File: src/rtl/rr_encoder_4to2.sv
// Round-robin 4-to-2 encoder: picks one of four requesters with rotating priority and presents index + one-hot grant.
// Latency: one cycle from sampled i_req to registered o_valid/o_sel/o_grant/o_multi.
// Backpressure: selection is held frozen while o_valid && !i_ready; a new capture only when idle or being accepted.
module rr_encoder_4to2 #(
    parameter logic [1:0] PTR_INIT = 2'd0
) (
    input  logic       i_clk,
    input  logic       i_rst_n,
    input  logic [3:0] i_req,
    input  logic       i_en,
    input  logic       i_ready,
    output logic       o_valid,
    output logic [1:0] o_sel,
    output logic [3:0] o_grant,
    output logic       o_multi
);

    typedef enum logic {
        IDLE = 1'b0,
        HOLD = 1'b1
    } state_t;

    state_t     state;
    logic [1:0] ptr;

    logic       accept;
    logic       cap;
    logic [1:0] eff_ptr;
    logic [1:0] winner;
    logic [1:0] idx;
    logic [2:0] req_cnt;
    logic       multi;

    // o_valid is a decode of the state register only, so no input reaches it combinationally
    assign o_valid = (state == HOLD);

    // Capture/accept qualification, rotating-priority scan and request population count
    always_comb begin
        accept  = o_valid && i_ready;
        cap     = i_en && (|i_req) && (!o_valid || i_ready);
        // On accept the just-served index drops to lowest priority immediately
        eff_ptr = accept ? (o_sel + 2'd1) : ptr;
        winner  = eff_ptr;
        idx     = eff_ptr;
        // Scan from farthest to nearest offset so the nearest set bit overwrites last and wins
        for (int i = 3; i >= 0; i--) begin
            idx = eff_ptr + i[1:0];
            if (i_req[idx]) begin
                winner = idx;
            end
        end
        req_cnt = 3'd0;
        for (int k = 0; k < 4; k++) begin
            req_cnt = req_cnt + {2'b00, i_req[k]};
        end
        multi = (req_cnt >= 3'd2);
    end

    // FSM with registered selection outputs and priority pointer
    always_ff @(posedge i_clk or negedge i_rst_n) begin
        if (!i_rst_n) begin
            state   <= IDLE;
            o_sel   <= 2'b00;
            o_grant <= 4'b0000;
            o_multi <= 1'b0;
            ptr     <= PTR_INIT;
        end else begin
            case (state)
                IDLE: begin
                    if (cap) begin
                        state   <= HOLD;
                        o_sel   <= winner;
                        o_grant <= 4'b0001 << winner;
                        o_multi <= multi;
                    end
                end
                HOLD: begin
                    if (cap) begin
                        // back-to-back: accept the current entry and load the next winner
                        o_sel   <= winner;
                        o_grant <= 4'b0001 << winner;
                        o_multi <= multi;
                    end else if (i_ready) begin
                        // o_sel and o_multi keep their last values after the hand-off
                        state   <= IDLE;
                        o_grant <= 4'b0000;
                    end
                end
                default: state <= IDLE;
            endcase
            // Pointer moves only on accept, never on capture alone
            if (accept) begin
                ptr <= o_sel + 2'd1;
            end
        end
    end

endmodule

File: config.mk
export PLATFORM = sky130hd
export DESIGN_NAME = rr_encoder_4to2
export DESIGN_NICKNAME = d
export VERILOG_FILES = /design/src/rtl/rr_encoder_4to2.sv
export SDC_FILE = /design/constraint.sdc
export NUM_CORES = 1
export LEC_CHECK = 0
export ABC_AREA = 1
export BUFFER_PORTS_ARGS = -buffer_cell sky130_fd_sc_hd__buf_4
export CAP_MARGIN = 5
export CELL_PAD_IN_SITES_DETAIL_PLACEMENT = 2
export CELL_PAD_IN_SITES_GLOBAL_PLACEMENT = 2
export CORE_MARGIN = 2
export CORE_UTILIZATION = 26
export CTS_BUF_LIST = sky130_fd_sc_hd__clkbuf_4 sky130_fd_sc_hd__clkbuf_8 sky130_fd_sc_hd__clkbuf_16
export CTS_CLUSTER_SIZE = 12
export DETAILED_ROUTE_END_ITERATION = 16
export HOLD_SLACK_MARGIN = 0.05
export PLACE_DENSITY = 0.76
export SYNTH_ARGS = -nofsm -noshare
export SYNTH_HDL_FRONTEND = slang
export SYNTH_SLANG_ARGS = --single-unit
File: constraint.sdc
create_clock -name i_clk -period 1.6 [get_ports i_clk]
set_clock_uncertainty 0.1 [all_clocks]
set_input_delay 0.48 -clock i_clk [delete_from_list [all_inputs] [get_ports i_clk]]
set_output_delay 0.48 -clock i_clk [all_outputs]
set_load 0.02 [all_outputs]
==> Yosys cells after proc, flatten, opt, wreduce, memory -nomap -nowiden <==
Cells that the tools add are included.
{ "totals": {"ff_bits": 10, "input_bits": 8, "output_inout_bits": 8} }
{ "classes": {"add_sub_neg": 7, "magnitude_cmp": 5, "n_eq_ne": 2, "n_shift": 1, "n_mux": 23, "n_bitwise": 1, "n_reduce_logical": 7} }
{ "ops": {"columns": ["operator", "n"], "rows": [
  ["$lt A2 B3 Y1 const B", 4],
  ["$mux W2", 6],
  ["$mux W4", 3],
  ["$bmux W1 S2", 4],
  ["$mux W1", 8],
  ["$pmux W4 S2", 1],
  ["$add A2 B1 Y2 const B", 2],
  ["$add A2 B2 Y2 const B", 2],
  ["$reduce_or A4 Y1", 1],
  ["$shl A1 B2 Y4 const A", 1],
  ["$add A2 B1 Y3", 1],
  ["$add A3 B1 Y3", 1],
  ["$ge A3 B2 Y1 const B", 1],
  ["$logic_and A1 B1 Y1", 3],
  ["$ne A3 B2 Y1 const B", 1],
  ["$add A1 B1 Y2", 1],
  ["$ne A2 B2 Y1 const B", 1],
  ["$pmux W1 S2", 1],
  ["$reduce_and A2 Y1", 1],
  ["$logic_not A1 Y1", 1],
  ["$logic_or A1 B1 Y1", 1],
  ["$not A1 Y1", 1]
]} }

==> Depth between registers and ports, before layout <==
{ "depth": {"word_depth": 12, "depth_mapped": 15, "depth_no_buf": 15} }

==> Least setup slack after synthesis <==
No wires, ideal clock.
{ "synth_path": {"path_type": "register to register", "startpoint": "reg state (netlist: o_valid)", "endpoint": "reg o_sel[0]", "arrival_time_ns": 1.500, "required_ns": 1.378, "path_slack_ns": -0.121, "stages_incl_launch_ff": 16, "period_less_slack_ns": 1.721, "cell_sequence": "dfrtp_1 nand2_2 nand2_2 nand2_4 nand2_2 nand2_2 nand2_1 nand2_1 inv_1 nand2_1 nand2_2 nand2_1 nand2_2 nand2_2 nand2_1 o21ai_1"} }
{ "synth_via": {"elab_chain_cells": 10} }
{ "synth_rtl": {"columns": ["element", "line", "source"], "rows": [
  ["start, declared", "23", "state_t state;"],
  ["start signal, assigned", "62", "state <= IDLE;"],
  ["start signal, assigned", "71", "state <= HOLD;"],
  ["start signal, assigned", "85", "state <= IDLE;"],
  ["$logic_and A1 B1 Y1", "39", "accept = o_valid && i_ready;"],
  ["$mux W2", null, null],
  ["$add A2 B2 Y2", "47", "idx = eff_ptr + i[1:0];"],
  ["$bmux W1 S2", "48", "if (i_req[idx]) begin"],
  ["$mux W1 (implied by the code)", "48", null],
  ["$mux W2 (4 in a row)", "48", null],
  ["$mux W2", "70, 78", null],
  ["end signal, assigned", "72", "o_sel <= winner;"],
  ["end signal, assigned", "80", "o_sel <= winner;"],
  ["end, declared", "13", "output logic [1:0] o_sel,"]
]} }
Parallel ways exist; a longest one is shown, timed or not. The select of a mux whose other input is x is not followed.
A chain may end at the register's enable or synchronous reset.

==> Worst setup path in the final report <==
{ "layout_path": {"startpoint": "reg state (netlist: o_valid)", "endpoint": "reg o_sel[0]"} }
{ "layout_via": {"elab_chain_cells": 10} }
{ "layout_rtl": {"columns": ["element", "line", "source"], "rows": [
  ["$logic_and A1 B1 Y1 *", "39", null],
  ["$mux W2 *", null, null],
  ["via eff_ptr[1]", "28", "logic [1:0] eff_ptr;"],
  ["$add A2 B2 Y2", "47", null],
  ["$bmux W1 S2", "48", null],
  ["$mux W1 (implied by the code)", "48", null],
  ["$mux W2 (3 in a row)", "48", null],
  ["$mux W2 *", "48", null],
  ["$mux W2 *", "70, 78", null]
]} }
The timed path passes the listed nets; every way through them passes the cells marked *. The select of a mux whose other input is x is not followed.

==> flow_summary_export.csv <==
group,metric,value,unit
clock_tree,cts_root_buffer,"clkbuf_4",
cells_and_area,final_cell_mix,"buf_4, nand2_2, nand2_1",
grt,grt-ovfl-total,0,
sta,finalMaxSlewViolations,0,
logic_synthesis,synth.avg_cell_area,6.971,um^2
logic_synthesis,yosysTopAreaCellShare,0.3205,
sta,hold_viol_final,0,
logic_synthesis,syn_area,780.7,um^2
routing,avgViaCountPerCell,4.797,
logic_synthesis,synth.largest_area_cell,"dfrtp_1",
clock_tree,clock_path_buffers,2,
power,cellPowerDensity,1821,nW/um^2
sta,worst_hold_slack,376.7,ps
sta,setup_violations,7,
routing,wl_per_cell,15.19,um
logic_synthesis,synth_edf_count,0,
power,combPwrFrac,0.724,
critical_path,cp_max_fo,6,
logic_synthesis,ys.flop_type,"dfrtp_1",
sta,fmax,543.8,MHz
clock_tree,cts.clk_slew.worst_paths,70,ps
power,switchingPower,1.200,mW
clock_tree,insertion_delay,280,ps
sta,post-route-period-util,1.149,
cells_and_area,final_common_cell,"buf_4",
clock_tree,cts_tree,"built",
routing,vias,873,
sta,worstMarginPinSlew,293.2,ps
routing,drt_iter0_markers,13,
grt,grt_max_degree,11,
placed_design,finalWeightedCongestion,0.7671,
power,total_power,2.390,mW
cells_and_area,multiInputGateArea,641.9,um^2
logic_synthesis,ys_ff_latch,10,
floorplan,std_cell_rows,19,
power,switching_share,0.5018,
floorplan,core_area,2805,um^2
routing,drt_wl_total,2765,um
floorplan,dieArea,3457,um^2
sta,relSlewSlack,0.8038,
run_status,violations,"design-rule violations, negative setup slack",
routing,dr.pass1.iters,10,
grt,grt_pass1_wl,4305,um
logic_synthesis,seq_area_frac_synth,0.3205,
sta,fin_crit,1839,ps
logic_synthesis,synth_area_leaders,"dfrtp_1, nand2_1, nand2_2, nand3_1, inv_1",
routing,ant_nets,0,
logic_synthesis,ys.warnings.count,0,
clock_tree,cts_buffers,3,
clock_tree,htree_levels,1,
critical_path,worstSetupStartpointType,"flip-flop",
floorplan,die_height,58.80,um
cells_and_area,final_nets,162,
placed_design,pre_cts_slack,-363.0,ps
sta,rsz0062_at_grt,"yes",
cells_and_area,diodes,0,
critical_path,crit_arrival,1900,ps
placed_design,portBuffers,15,
clock_tree,cts.sinks,10,
routing,drc,2,
cells_and_area,drive_gt1_frac,0.6159,
cells_and_area,nFillCells,318,
floorplan,die-width,58.80,um
floorplan,ios,16,
power,ir_drop,0.7045,mV
power,clkPwrFrac,0.099,
sta,fin_ws,-238.9,ps
critical_path,cp.required,1660,ps
grt,grt_pass1_vias,950,
power,internal_power,1.191,mW
grt,antenna_found_initial,0,
logic_synthesis,syn_nets,122,
logic_synthesis,yosys.cell_types.count,20,
cells_and_area,regArea,252.7,um^2
run_status,status,"finished with violations",
logic_synthesis,synth_cells,112,
critical_path,cp-end-kind,"flip-flop",
grt,grt_use_total,0.1677,
power,p_seq_frac,0.177,
power,p_leak,0.6925,nW
cells_and_area,syn2layout_area_growth,68.11,%
floorplan,start_util,0.2783,
logic_synthesis,ys_async_sr_fraction,1.000,
critical_path,path_class,"flip-flop to flip-flop",
run,drv_cap,0,
hold_path,hp-class,"flip-flop to flip-flop",
placed_design,dp_hpwl,2103,um
-- worst paths after layout --
| path | start | end | slack [ps] | cells after the start |
|---|---|---|---|---|
| hold / removal | o_grant[2] | o_grant[2] | 380 | 2 |
| min in group asynchronous | i_rst_n | o_valid | 470 | 2 |
| hold reg to reg | o_grant[2] | o_grant[2] | 380 | 2 |
| setup reg to reg | o_valid | o_sel[0] | -240 | 15 |
| max in group asynchronous | i_rst_n | o_sel[0] | 770 | 2 |
| setup / recovery | o_valid | o_sel[0] | -240 | 15 |
-- through the flow --
| stage | util | std cells | setup TNS [ps] | area (um^2) |
|---|---|---|---|---|
| finish | 0.4679 | 182 | -1307 | 1313 |
| global route | 0.4679 | 182 | -1995 | 1313 |
| CTS | 0.4211 | 179 | -1016 | 1181 |
| detailed placement | 0.3765 | 172 | -2162 | 1056 |
| global placement | 0.3765 | 172 | -1578 | 1056 |
| floorplan | - | 112 | -31.89 | 799.5 |
-- layer usage --
| layer | global-route usage | part of all wire |
|---|---|---|
| met3 | 0.01319 | 0.020 |
| met1 | 0.2019 | 0.40 |
| met4 | 0.08766 | 0.021 |
| met2 | 0.2952 | 0.55 |
| met5 | 0 | 0 |
-- area by class of cell --
class,count,area share
timing repair buffer,35,0.2050
tap,31,0.02955
multi-input combinational,84,0.4890
clock buffer,4,0.02765
inverter,18,0.05624
sequential,10,0.1926
-- sequential cells by signal (all words and copies together), names as in the netlist --
register  count
o_grant       4
o_multi       1
o_sel         2
o_valid       1
ptr           2
-- synthesized netlist by cell type, drive strengths merged, types with 2 or more instances --
library cell,n
dfrtp,10
inv,17
nand2,54
nand3,16
nand4,2
o21ai,5
-- power groups by stage --
stage | Sequential [mW] | Combinational, mW | Clock (mW)
after global placement | 0.408 | 1.18 | 0
final | 0.423 | 1.73 | 0.237
after detailed placement | 0.419 | 1.25 | 0
after global routing | 0.433 | 1.89 | 0.251
after CTS | 0.416 | 1.42 | 0.242
after floorplan | 0.485 | 0.741 | 0
-- worst max-delay path: stages (launching register included) --
cell and delay [ps]:
dfrtp_2 440, nand2_4 130, inv_4 90, nand3_4 110, nand2_8 130, inv_4 50
nand2_4 70, nand2_2 40, inv_1 60, nand2_2 50, nand2_2 90, nand2_2 80
nand2_4 90, nand2_4 70, nand2_2 50, o21ai_1 60
-- logic make-up after synthesis --
family / after synthesis / share of synthesized area
flops: 10 / 0.3205
simple gates: 74 / 0.4904
compound gates: 8 / 0.06090
buf+inv: 18 / 0.08653
fa+ha+maj: 2 / 0.04167
-- repair_timing --
item	CTS	global route
buffers inserted	2	3
hold endpoints to repair	10	0
pin swaps	2	19
hold buffers	1	0
endpoints found under the setup margin	7	8
cloned	0	0
resized for setup	18	25
Power figures use the tool's default switching activity.
